`config.mk`:
```
export PLATFORM = sky130hd
export DESIGN_NAME = dmem_arbiter
export DESIGN_NICKNAME = d
export VERILOG_FILES = /design/src/rtl/dmem_arbiter.sv
export SDC_FILE = /design/constraint.sdc
export NUM_CORES = 1
export LEC_CHECK = 0
export BUFFER_PORTS_ARGS = -buffer_cell sky130_fd_sc_hd__buf_2
export CAP_MARGIN = 30
export CORE_AREA = 2 2 117 119
export CTS_BUF_LIST = sky130_fd_sc_hd__clkbuf_4
export CTS_CLUSTER_DIAMETER = 60
export CTS_CLUSTER_SIZE = 12
export DETAILED_ROUTE_END_ITERATION = 16
export DIE_AREA = 0 0 119 121
export MAX_ROUTING_LAYER = met4
export PLACE_DENSITY_LB_ADDON = 0.15
export SETUP_SLACK_MARGIN = 0.3
export SLEW_MARGIN = 20
export SYNTH_ARGS = -nofsm -noshare
export SYNTH_HDL_FRONTEND = slang
export SYNTH_SLANG_ARGS = --single-unit
```
`constraint.sdc`:
```
create_clock -name clk -period 1.9 [get_ports clk]
set_input_delay 0.285 -clock clk [delete_from_list [all_inputs] [get_ports clk]]
set_output_delay 0.285 -clock clk [all_outputs]
set_load 0.01 [all_outputs]
```
`src/rtl/dmem_arbiter.sv`:
```
// Data-memory arbiter: shares one single-port RAM between the pipeline
// memory stage (CPU) and an external loader/debug port. The CPU has priority,
// but an external requester that has been denied STARVE_MAX cycles in a row
// is forced through. Reads return one cycle after the grant.
module dmem_arbiter #(
  parameter int WIDTH      = 32,
  parameter int STARVE_MAX = 4
) (
  input  logic             clk,
  input  logic             rst_n,
  // CPU side: request held until cpu_stall_o is low
  input  logic             cpu_req_i,
  input  logic             cpu_we_i,
  input  logic [WIDTH-1:0] cpu_adr_i,
  input  logic [WIDTH-1:0] cpu_wdata_i,
  output logic             cpu_stall_o,
  output logic [WIDTH-1:0] cpu_rdata_o,
  // External side
  input  logic             ext_req_i,
  input  logic             ext_we_i,
  input  logic [WIDTH-1:0] ext_adr_i,
  input  logic [WIDTH-1:0] ext_wdata_i,
  output logic             ext_gnt_o,
  output logic [WIDTH-1:0] ext_rdata_o,
  output logic             ext_rvalid_o,
  // RAM drive
  output logic [WIDTH-1:0] ram_adr_o,
  output logic [WIDTH-1:0] ram_wdata_o,
  output logic             ram_we_o,
  input  logic [WIDTH-1:0] ram_rdata_i,
  // Debug visibility of internal state
  output logic [1:0]       dbg_state_o,
  output logic [3:0]       dbg_starve_o
);

  // Handshake: the external port is valid/ready. ext_req_i (valid) may rise
  // or fall in any cycle; a transfer happens exactly in a cycle where
  // ext_req_i and ext_gnt_o (ready) are both high. ext_gnt_o is a
  // combinational function of the current request and internal state.

  typedef enum logic [1:0] {
    IDLE    = 2'd0,
    CPU_RSP = 2'd1,
    EXT_RSP = 2'd2
  } state_e;

  localparam logic [3:0] STARVE_LIM = 4'(STARVE_MAX);

  state_e           state_q, state_d;
  logic [3:0]       starve_q, starve_d;
  logic [WIDTH-1:0] cpu_rdata_q, ext_rdata_q;
  logic             cpu_elig, ext_force, cpu_gnt, ext_gnt;

  // Arbitration, RAM mux, stall and next-state logic
  always_comb begin
    // A CPU load already issued (CPU_RSP) must not be re-issued while held.
    cpu_elig  = cpu_req_i && (state_q != CPU_RSP);
    ext_force = ext_req_i && (starve_q == STARVE_LIM);
    ext_gnt   = rst_n && ext_req_i && (ext_force || !cpu_elig);
    cpu_gnt   = rst_n && cpu_elig && !ext_gnt;

    ram_adr_o   = '0;
    ram_wdata_o = '0;
    ram_we_o    = 1'b0;
    if (cpu_gnt) begin
      ram_adr_o   = cpu_adr_i;
      ram_wdata_o = cpu_wdata_i;
      ram_we_o    = cpu_we_i;
    end else if (ext_gnt) begin
      ram_adr_o   = ext_adr_i;
      ram_wdata_o = ext_wdata_i;
      ram_we_o    = ext_we_i;
    end

    cpu_stall_o = rst_n && cpu_req_i &&
                  !((cpu_gnt && cpu_we_i) || (state_q == CPU_RSP));

    starve_d = 4'd0;
    if (ext_req_i && !ext_gnt) begin
      starve_d = (starve_q >= STARVE_LIM) ? STARVE_LIM : starve_q + 4'd1;
    end

    state_d = IDLE;
    if (ext_gnt && !ext_we_i) begin
      state_d = EXT_RSP;
    end else if (cpu_gnt && !cpu_we_i) begin
      state_d = CPU_RSP;
    end
  end

  // State, starvation counter and read-data capture registers
  always_ff @(posedge clk or negedge rst_n) begin
    if (!rst_n) begin
      state_q     <= IDLE;
      starve_q    <= 4'd0;
      cpu_rdata_q <= '0;
      ext_rdata_q <= '0;
    end else begin
      state_q  <= state_d;
      starve_q <= starve_d;
      if (cpu_gnt && !cpu_we_i) begin
        cpu_rdata_q <= ram_rdata_i;
      end
      if (ext_gnt && !ext_we_i) begin
        ext_rdata_q <= ram_rdata_i;
      end
    end
  end

  assign ext_gnt_o    = ext_gnt;
  assign cpu_rdata_o  = cpu_rdata_q;
  assign ext_rdata_o  = ext_rdata_q;
  assign ext_rvalid_o = (state_q == EXT_RSP);
  assign dbg_state_o  = state_q;
  assign dbg_starve_o = starve_q;

endmodule
```
== Word-level counts from Yosys, hierarchy flattened ==
Index checks and enable logic that the tools add are counted.

* $add $sub $neg: 1
* Order comparisons: 1
* Equality and inequality tests: 4
* Muxes and demuxes: 10
* Reduce and logical (&&, ||, !) cells: 19

{| class="wikitable"
|+ Operators with widths
! operator !! number
|-
| $mux W32 || 4
|-
| $logic_and A1 B1 Y1 || 12
|-
| $mux W4 || 2
|-
| $logic_not A1 Y1 || 5
|-
| $add A4 B1 Y4 const B || 1
|-
| $eq A4 B3 Y1 const B || 1
|-
| $ge A4 B3 Y1 const B || 1
|-
| $mux W1 || 3
|-
| $eq A2 B1 Y1 const B || 1
|-
| $eq A2 B2 Y1 const B || 1
|-
| $logic_or A1 B1 Y1 || 2
|-
| $mux W2 || 1
|-
| $ne A2 B1 Y1 const B || 1
|}

* Flip-flop bits (word level): 70
* Bits of input ports: 166
* Output and inout port bits: 138
* Word-level logic and storage cells: 39

== Longest topological paths before layout ==
Gate-level depths: netlist (run 1).

* Depth after elaboration: 11
* Depth in mapped cells: 9
* Gate-level depth less buffers: 6

== Worst setup path after synthesis (run 1) ==
Ideal clock, no wire load.

* Kind: register -> output
* From: register starve_q[0], in the netlist dbg_starve_o[0]
* To: output port ram_adr_o[25]
* Arrival time: 1.692 ns
* Data required time: 1.615 ns
* Path slack: -0.077 ns
* Stages on the path, launching flop included: 9
* Buffers on the path: 3
* Cell sequence: dfrtp_1 -> inv_1 -> ha_1 -> nand3b_4 -> a31o_1 -> buf_6 -> buf_6 -> buf_6 -> mux2_4

* Cells in the longest elaborated chain, start to end: 7

{| class="wikitable"
|+ RTL lines
! item !! line !! RTL
|-
| from (decl) || 50 || <nowiki>logic [3:0] starve_q, starve_d;</nowiki>
|-
| from (signal assigned) || 100 || <nowiki>starve_q <= starve_d;</nowiki>
|-
| $eq A4 B3 Y1 * || 58 || <nowiki>ext_force = ext_req_i && (starve_q == STARVE_LIM);</nowiki>
|-
| $logic_and A1 B1 Y1 * || 58 ||
|-
| $logic_or A1 B1 Y1 * || 59 || <nowiki>ext_gnt = rst_n && ext_req_i && (ext_force || !cpu_elig);</nowiki>
|-
| $logic_and A1 B1 Y1 * || 59 ||
|-
| $logic_not A1 Y1 || 60 || <nowiki>cpu_gnt = rst_n && cpu_elig && !ext_gnt;</nowiki>
|-
| $logic_and A1 B1 Y1 || 60 ||
|-
| $mux W32 * || 65 || <nowiki>if (cpu_gnt) begin</nowiki>
|-
| to (decl) || 27 || <nowiki>output logic [WIDTH-1:0] ram_adr_o,</nowiki>
|}

Every way passes the cells marked *; elsewhere a longest branch is shown, timed or not.

== Worst setup path after layout (run 1) ==
* From: register starve_q[1], in the netlist dbg_starve_o[1]
* To: output port ram_wdata_o[3]

* Cells in the longest elaborated chain, start to end: 7

{| class="wikitable"
|+ RTL lines
! item !! line !! RTL
|-
| $eq A4 B3 Y1 * || 58 ||
|-
| $logic_and A1 B1 Y1 * || 58 ||
|-
| $logic_or A1 B1 Y1 * || 59 ||
|-
| $logic_and A1 B1 Y1 * || 59 ||
|-
| $logic_not A1 Y1 || 60 ||
|-
| $logic_and A1 B1 Y1 || 60 ||
|-
| $mux W32 * || 65 ||
|-
| to (decl) || 28 || <nowiki>output logic [WIDTH-1:0] ram_wdata_o,</nowiki>
|}

Marks and branches as above.

==> results.ini, run 1 <==
[setup_path]
critical_path_class=reg -> out
endpoint_kind=primary output
cp_num_buf_inv=3
critPathMaxStageDelay_ns=0.40
cp_max_fo=18
slowest_stage=dfrtp_1
start_kind=flop
path_delay_family=flip-flops
arrival_ns=2.07
rrSetupSlack_ns=-0.02
cp.required_ns=1.62
path_cells=inv_2 -> ha_4 -> nand3b_4 -> a31o_4 -> buf_12 -> mux2_2 -> buf_2

[run_status]
violations=setup timing
status=finished with violations

[synthesis]
synthCells=315
yosys_warnings=0
synth_seq_cells=70
netlist_area_um2=3990
synth_top_family_by_area=multiplexers
synth-compound-area-share_pct=1.26
ys_types=26
synth-simple-area-share_pct=12.6
synthesis.area_per_instance_um2=12.7
yosysTopAreaCell=dfrtp_1
synthAdderAreaFrac_pct=0.628
synth_mux_area_share_pct=37.0
synthXorXnorAreaFrac_pct=0
syn_nets=483
synth_area_leaders=dfrtp_1 (44%), mux2_2 (35%), and3_1 (10%)
ys_seq_area_share_pct=43.9
yosysTopAreaCellShare_pct=43.9

[cts]
path_clk_slew_ns=0.15
cts_num_sinks=70
clock_path_buffers=2
numCtsBuffers=9
clock_latency_ns=0.41
cts_tree=built
htree_levels=3
cts-root-buf=clkbuf_4

[pwr]
power_leakage_nw=3.72
ir_drop_mv=0.315
power_density_nw_per_um2=707
power.total_mw=4.69

[worst_hold_path]
hp-class=in -> reg

[sta]
post-route-period-util_pct=124
hold_viol_final=0
setup_ws_ns=-0.455
final.min_clock_period_ns=2.36
skew_ns=0.0290
grt_setup_unrepaired=true
fmax_mhz=425
setup_violations=79
maxSlewViolCount=0

[routing]
drt_pre_antenna_iters=4
via_count=3769
drtAntennaViolNets=0
initialDrtViolationCount=188
drc=0
route.final.wire_length_um=14100
viasPerCell=4.66
routedWlPerCell_um=17.4

[place]
placed_area_um2=5880
portBuffers=303
post-dp-hpwl_um=10300
dp_cells=777
gp_congestion=0.870

[grt]
grt_use_total_pct=19.3
grt_pass1_vias=3802
grt_pass1_wl_um=21100
grt_max_degree=71
met1_usage_pct=24.3
antenna_found_initial=1
grt.overflow.total=0
grt.busiest_layer=met2
met2_usage_pct=31.3
grt_util_met3_pct=4.79

[floorplanning]
rows=42
start_util_pct=30.5
core_area_um2=13100
die_height_um=121
io_pins=304
dieWidth_um=119
dieArea_um2=14400

[final_layout]
nets=794
area_growth_syn_to_layout_pct=66.3
layout.cells.non_filler=808
fillers=1203
final_area_um2=6630
drive_gt1_share_pct=76.2

[flow_run]
maxCapViolCount=0

==> area by class of cell <==
type	instances	area [µm²]	area share, %
Antenna cell	1	2.50	0.0377
Clock buffer	9	67.6	1.02
Sequential cell	70	1750	26.4
Clock inverter	7	56.3	0.849
Timing Repair Buffer	329	2200	33.2
Tap cell	176	220	3.32
Inverter	3	11.3	0.170
Multi-Input combinational cell	213	2320	35.0
==> state kept, by name, indices dropped and copies added, names as in the netlist <==
register      flops
cpu_rdata_o      32
dbg_starve_o      4
dbg_state_o       2
ext_rdata_o      32
==> Yosys cell counts, drive strengths merged <==
cell,number
nand4b,1
and4b,1
nand3,1
nor2,2
a31o,1
inv,3
and3,65
clkbuf,14
mux2,129
nand3b,1
and4,1
nand2,2
and2,1
ha,2
conb,1
o311a,1
nand2b,1
buf,15
nor2b,1
a21oi,1
dfrtp,70
a311oi,1
==> repair_timing <==
action                                  CTS  global route
endpoints found under the setup margin  131           132
endpoints found under the hold margin     0            28
cloned                                    4             1
resized for setup                        75             6
setup buffers                             2             5
hold buffers                              0             1
pin swaps                                 2             1
==> per-stage QoR <==
stage	setup slack (ns)	hold slack, ns	utilization [%]	TNS [ns]
3_3_place_gp	0.00247	0.484	45.0	0
3_5_place_dp	-0.0255	0.489	45.0	-0.0454
5_1_grt	-0.536	0.0735	50.7	-34.52
4_1_cts	-0.515	0.0690	49.7	-31.01
6_report	-0.455	0.109	50.7	-26.28
2_1_floorplan	0.0142	-0.0106	-	0
==> per-layer routing <==
metal / vias to the layer above / routed length [µm]
met3: 12 / 966
met1: 1820 / 5790
met5: - / 0
met2: 165 / 7160
li1: 1772 / -
met4: 0 / 172
==> logic make-up after synthesis <==
logic type / Yosys count
adder cells (fa/ha/maj): 2
flip-flops: 70
multiplexers: 129
buffers and inverters: 32
AO/OA/AOI/OAI: 4
other: 1
AND/OR/NAND/NOR: 77
==> cells in the final DEF, fill, tap and decap left out, drive strengths merged, types with 2 or more instances in the layout <==
cell type    n
clkinvlp     2
and3        65
inv          7
mux2       129
nand2        2
ha           2
nor2         2
clkbuf      10
dfrtp       70
buf        327
==> where the power goes <==
| group | leakage [nW] | switching, mW | internal [mW] |
|---|---|---|---|
| registers | 0.840 | 0.173 | 1.81 |
| clock network | 0.0629 | 0.605 | 0.287 |
| logic | 2.82 | 0.740 | 1.08 |
| total | 3.72 | 1.52 | 3.17 |
==> path summary, 6_finish.rpt <==
path / from / end / cells past startpoint
max reg2reg: dbg_starve_o[1]$_DFF_PN0_ / ext_rdata_o[14]$_DFFE_PN0P_ / 9
min: ram_rdata_i[15] / cpu_rdata_o[15]$_DFFE_PN0P_ / 2
max in group asynchronous: rst_n / cpu_rdata_o[23]$_DFFE_PN0P_ / 4
max: dbg_starve_o[1]$_DFF_PN0_ / ram_wdata_o[3] / 7
min in group asynchronous: rst_n / dbg_starve_o[3]$_DFF_PN0_ / 3
min reg2reg: cpu_rdata_o[31]$_DFFE_PN0P_ / cpu_rdata_o[31]$_DFFE_PN0P_ / 1
==> worst register-to-register path, delay by kind of cell, from the launching register on <==
| kind | cells | cell delay (ns) |
|---|---|---|
| AOI/OAI and AO/OA | 1 | 0.20 |
| and+or+nand+nor | 1 | 0.08 |
| buffers and inverters | 5 | 0.67 |
| muxes | 1 | 0.30 |
| DFF | 1 | 0.42 |
| adders and majority gates | 1 | 0.14 |
Power figures use the tool's default switching activity.
==> run 2, diff against run 1 <==
CAP_MARGIN = 25   (was 30)
MAX_ROUTING_LAYER = default   (was met4)
clock period = 2.1 ns   (was 1.9 ns; I/O delays follow)
==> run 2 against run 1 <==
Against the previous run: flip-flop and latch count unchanged; the flow still finishes with violations (setup timing); global-route usage is 0.62 points higher; critical path type unchanged; first-iteration DRC count shrank 25%; critical path depth is the same; highest routed layer is now met5.
==> results.ini, run 2 (synthesis results as in run 1) <==
[cts]
clock_path_buffers=2  ; unchanged
cts_tree=built
cts_num_sinks=70  ; unchanged
htree_levels=3  ; unchanged
path_clk_slew_ns=0.14  ; about the same
cts-root-buf=clkbuf_4
numCtsBuffers=9  ; unchanged
clock_latency_ns=0.42  ; about the same

[setup_path]
endpoint_kind=primary output
start_kind=flop
crit_path_start=dbg_starve_o[1]$_DFF_PN0_
arrival_ns=2.04  ; -0.03 ns
critical_path_class=reg -> out
cp.required_ns=1.78  ; +0.16 ns
rr_worst_depth=9  ; unchanged
r2r_start=dbg_starve_o[1]$_DFF_PN0_
timing.rr.end=ext_rdata_o[25]$_DFFE_PN0P_
rrSetupSlack_ns=0.15  ; +0.17 ns
cp_max_fo=23  ; +5

[sta]
hold_viol_final=0  ; unchanged
grt_setup_unrepaired=true
post-route-period-util_pct=112
hold_ws_ns=0.133  ; +0.0240 ns
maxSlewViolCount=0  ; unchanged
setup_ws_ns=-0.251  ; +0.204 ns
skew_ns=0.0259  ; -0.00312 ns
final.min_clock_period_ns=2.35
slew_headroom_pct=41.6
tightestPinTransition_ns=0.876
setup_violations=67  ; -15%
setup_tns_ns=-13.64  ; +12.64 ns
fmax_mhz=425

[grt]
grt_max_degree=71  ; unchanged
grt_use_total_pct=19.9  ; +0.62 points
grt_pass1_vias=3967  ; +4.3%
antenna_found_initial=1  ; unchanged
grt_pass1_wl_um=22200  ; +5.0%
grt.overflow.total=0  ; unchanged

[floorplanning]
die_height_um=121  ; unchanged
io_pins=304  ; unchanged
dieArea_um2=14400  ; unchanged
start_util_pct=30.5  ; unchanged
rows=42  ; unchanged
core_area_um2=13100  ; unchanged
dieWidth_um=119  ; unchanged

[final_layout]
final_common_cell=buf_2
drive_gt1_share_pct=76.5  ; +0.32 points
finalCoreUtilization_pct=48.4  ; -2.3 points
nets=794  ; unchanged
antenna_cells=0  ; -1
layout_common_cells=buf_2 (285), mux2_2 (97), dfrtp_1 (70), and3_1 (65), mux2_4 (32)
area_growth_syn_to_layout_pct=58.8
layout.cells.non_filler=807  ; -0.12%

[routing]
viasPerCell=4.71  ; +0.87%
initialDrtViolationCount=141  ; -25%
route.final.wire_length_um=15100  ; +7.1%
routedWlPerCell_um=18.7  ; +7.2%
via_count=3797  ; +0.74%
highest_layer=met5
drt_pre_antenna_iters=4  ; unchanged
drc=0  ; unchanged
drtAntennaViolNets=0  ; unchanged
wl_met3_um=1130  ; +17%
wl_met2_um=7850  ; +9.6%
wl_met1_um=5930  ; +2.4%

[pwr]
power_density_nw_per_um2=683  ; -3.5%
power_leakage_nw=3.57  ; -4.1%
ir_drop_mv=0.506  ; +60%

[place]
gp_congestion=0.822  ; -5.5%
portBuffers=303  ; unchanged
post-dp-hpwl_um=10900  ; +5.6%
dp_cells=774  ; -0.39%

[worst_hold_path]
min_from=ram_rdata_i[19]
hold_path_depth=2  ; unchanged
hp-class=in -> reg
holdPathEnd=ext_rdata_o[19]$_DFFE_PN0P_

[flow_run]
maxCapViolCount=0  ; unchanged

[run_status]
violations=setup timing
status=finished with violations

-- run 2: changes by cell type in the layout (fill, tap and decap cells not counted), moves of 2 or more --
cell	previous run	this run
mux2_2	58	97
mux2_4	71	32
buf_4	7	10
bufinv_16	0	2
clkinv_4	0	2
buf_6	41	24
inv_6	3	1
buf_12	11	6
buf_2	264	285
-- run 2: power by group --
group          internal (mW)  total [mW]  switching [mW]  leakage (nW)
sequential              1.63        1.78           0.148         0.840
combinational          0.843        1.50           0.662          2.64
clock                  0.505        1.04           0.533        0.0872
-- run 2: worst max-delay path, cell delays in order, from the launching register on --
cell and delay (ns):
dfrtp_1 0.39, inv_2 0.05, ha_4 0.16, nand3b_4 0.07, a31o_4 0.22, buf_12 0.19
mux2_2 0.38, buf_2 0.16
-- run 2: per-layer routing --
layer	global-route usage, %	vias up
met5	0	-
met4	3.65	2
met1	23.2	1849
met3	6.44	19
li1	-	1765
met2	36.1	162
-- run 2: worst max-delay path by stage --
stage | cells after the start | endpoint | slack, ns
after floorplan | 8 | ram_adr_o[25] | 0.18
after global placement | 7 | ram_wdata_o[5] | 0.15
after detailed placement | 7 | ram_wdata_o[5] | 0.10
after CTS | 7 | ram_wdata_o[5] | -0.30
after global routing | 7 | ram_wdata_o[5] | -0.36
final | 7 | ram_wdata_o[5] | -0.25
-- run 2: area by class of cell --
| class | instances | area, µm² |
|---|---|---|
| well taps | 176 | 220 |
| inverters | 3 | 13.8 |
| repair buffers | 329 | 2000 |
| fillers | 1231 | 6750 |
| flip-flops and latches | 70 | 1750 |
| clock inverters | 6 | 93.8 |
| multi-input cells | 213 | 2180 |
| clock buffers | 10 | 75.1 |
-- run 2: through the flow --
stage	power [mW]	instance area, µm²	setup WS (ns)
after floorplan	2.49	4010	0.184
final	4.32	6330	-0.251
after detailed placement	3.17	5720	0.101
after CTS	4.34	6250	-0.303
after global placement	3.14	5720	0.150
after global routing	4.58	6330	-0.360
-- run 2: repair_timing --
action                                  4_1_cts  5_1_grt
gates resized for setup                      42       15
hold buffers                                  0        0
endpoints found under the setup margin       88       99
buffers inserted                              9        4
pin swaps                                     2        1
cloned                                        4        0
==> run 3, diff against run 2 <==
MAX_ROUTING_LAYER = met4   (was default)
SLEW_MARGIN = default   (was 20)
clock period = 2.05 ns   (was 2.1 ns; I/O delays follow)
==> run 3 against run 2 <==
Against the previous run: core utilization up 3.5 points; largest power group unchanged; cell count up 1.7%; combinational power up 14%; critical path depth up 6; first-iteration DRC count down 7.8%; non-clock buffer count up 14; die area unchanged; routed wire length up 4.6%; the flow still finishes with violations (setup timing); count of clock-buffer cells in the layout unchanged; via count up 1.6%.
==> results.ini, run 3 (synthesis results as in run 1) <==
[run_status]
status=finished with violations
violations=setup timing

[cts]
path_clk_slew_ns=0.14  ; about the same
cts_num_sinks=70  ; unchanged
cts_tree=built
cts-root-buf=clkbuf_4
clock_path_buffers=2  ; unchanged
htree_levels=3  ; unchanged
numCtsBuffers=9  ; unchanged
cts_hold_buf=0  ; unchanged
clock_latency_ns=0.41  ; about the same

[final_layout]
nets=808  ; +1.8%
finalCoreUtilization_pct=51.9  ; +3.5 points
layout.cells.non_filler=821  ; +1.7%
layout_common_cells=buf_2 (274), dfrtp_1 (70), mux2_4 (68), and3_1 (65), mux2_2 (61)
final_common_cell=buf_2
final_area_um2=6800  ; +7.3%
multi_input_area_um2=2310  ; +6.2%
antenna_cells=0  ; unchanged
drive_gt1_share_pct=77.1  ; +0.51 points
fillers=1155  ; -6.2%
area_growth_syn_to_layout_pct=70.4
ff_latch_area_um2=1750  ; unchanged

[sta]
final.min_clock_period_ns=2.36
setup_tns_ns=-24.96  ; -11.32 ns
fmax_mhz=424
tightestPinTransition_ns=0.900  ; +0.0238 ns
post-route-period-util_pct=115
maxSlewViolCount=0  ; unchanged
setup_ws_ns=-0.311  ; -0.0599 ns
skew_ns=0.0308  ; +0.00495 ns
slew_headroom_pct=40.0  ; -1.6 points
setup_violations=98  ; +46%
grt_setup_unrepaired=true
hold_viol_final=0  ; unchanged
hold_ws_ns=0.129  ; -0.00423 ns

[floorplanning]
io_pins=304  ; unchanged
core_area_um2=13100  ; unchanged
dieWidth_um=119  ; unchanged
dieArea_um2=14400  ; unchanged
rows=42  ; unchanged
die_height_um=121  ; unchanged
start_util_pct=30.5  ; unchanged

[place]
dp_cells=775  ; +0.13%
gp_congestion=0.882  ; +7.3%
dp_slack_ns=0.101  ; -0.0000710 ns
portBuffers=303  ; unchanged
post-dp-hpwl_um=11100  ; +2.0%
placed_area_um2=5860  ; +2.4%

[routing]
wl_met3_um=928  ; -18%
route.final.wire_length_um=15800  ; +4.6%
drt_pre_antenna_iters=4  ; unchanged
via_count=3858  ; +1.6%
highest_layer=met4
wl_met2_um=8170  ; +4.1%
viasPerCell=4.70  ; -0.13%
initialDrtViolationCount=130  ; -7.8%
routedWlPerCell_um=19.2  ; +2.8%
drtAntennaViolNets=0  ; unchanged
drc=0  ; unchanged
wl_met1_um=6490  ; +9.5%

[pwr]
power_density_nw_per_um2=678  ; -0.67%
power.total_mw=4.61  ; +6.6%
power_leakage_nw=3.83  ; +7.3%
ir_drop_mv=0.417  ; -18%

[grt]
grt_max_degree=71  ; unchanged
antenna_found_initial=0  ; -1
grt_use_total_pct=21.2  ; +1.3 points
grt.overflow.total=0  ; unchanged
grt_pass1_wl_um=23100  ; +4.4%
grt_pass1_vias=4063  ; +2.4%

[setup_path]
arrival_ns=2.67  ; +0.63 ns
cp_max_fo=8  ; -65%
endpoint_kind=flop
cp.required_ns=2.36  ; +0.58 ns
start_kind=flop
critical_path_class=reg -> reg

[worst_hold_path]
hp-class=in -> reg

[flow_run]
maxCapViolCount=0  ; unchanged

[run 3: cell types whose count changed in the layout (fill, tap and decap cells not counted), moves of 3 or more]
cell,before,now
buf_2,285,274
mux2_2,97,61
mux2_4,32,68
buf_16,4,7
buf_6,24,39
buf_12,6,9
[run 3: critical path, stage by stage, from the launching register on]
cell,delay (ns)
dfrtp_1,0.41
inv_2,0.08
ha_4,0.15
nand3b_4,0.08
buf_4,0.14
buf_6,0.10
buf_6,0.10
buf_6,0.10
buf_6,0.11
a311oi_4,0.24
buf_6,0.19
buf_6,0.12
buf_16,0.13
mux2_4,0.30
[run 3: cell type report]
class	instances	area share (%)
clock buffers	10	1.10
repair buffers	343	34.3
clock inverters	6	1.38
well taps	176	3.24
flip-flops and latches	70	25.8
inverters	3	0.166
multi-input cells	213	34.0
[run 3: final timing paths]
check                                                 from                     endpoint  slack (ns)  cells after the start
worst max-delay path             dbg_starve_o[1]$_DFF_PN0_  ext_rdata_o[30]$_DFFE_PN0P_       -0.31                     13
worst min-delay path                       ram_rdata_i[21]  ext_rdata_o[21]$_DFFE_PN0P_        0.13                      2
worst max register to register   dbg_starve_o[1]$_DFF_PN0_  ext_rdata_o[30]$_DFFE_PN0P_       -0.31                     13
worst min register to register  cpu_rdata_o[9]$_DFFE_PN0P_   cpu_rdata_o[9]$_DFFE_PN0P_        0.52                      1
max in group asynchronous                            rst_n   ext_rdata_o[7]$_DFFE_PN0P_        1.29                      2
min in group asynchronous                            rst_n  ext_rdata_o[13]$_DFFE_PN0P_        0.15                      2
[run 3: where the power goes]
part	internal (mW)	leakage [nW]	switching, mW
Clock	0.517	0.0872	0.533
Combinational	1.01	2.90	0.702
Sequential	1.68	0.840	0.174
[run 3: metal layers]
layer  GRT usage (%)  vias up
met5               -        -
met4            4.54        0
met3            4.46       14
met2            36.9      169
met1            25.4     1880
li1                -     1795
[run 3: timing repair]
action | in CTS | in global routing
endpoints found under the setup margin | 119 | 129
pin swaps | 1 | 0
hold endpoints to repair | 0 | 0
setup buffers | 18 | 3
resized for setup | 67 | 16
gates cloned | 8 | 1
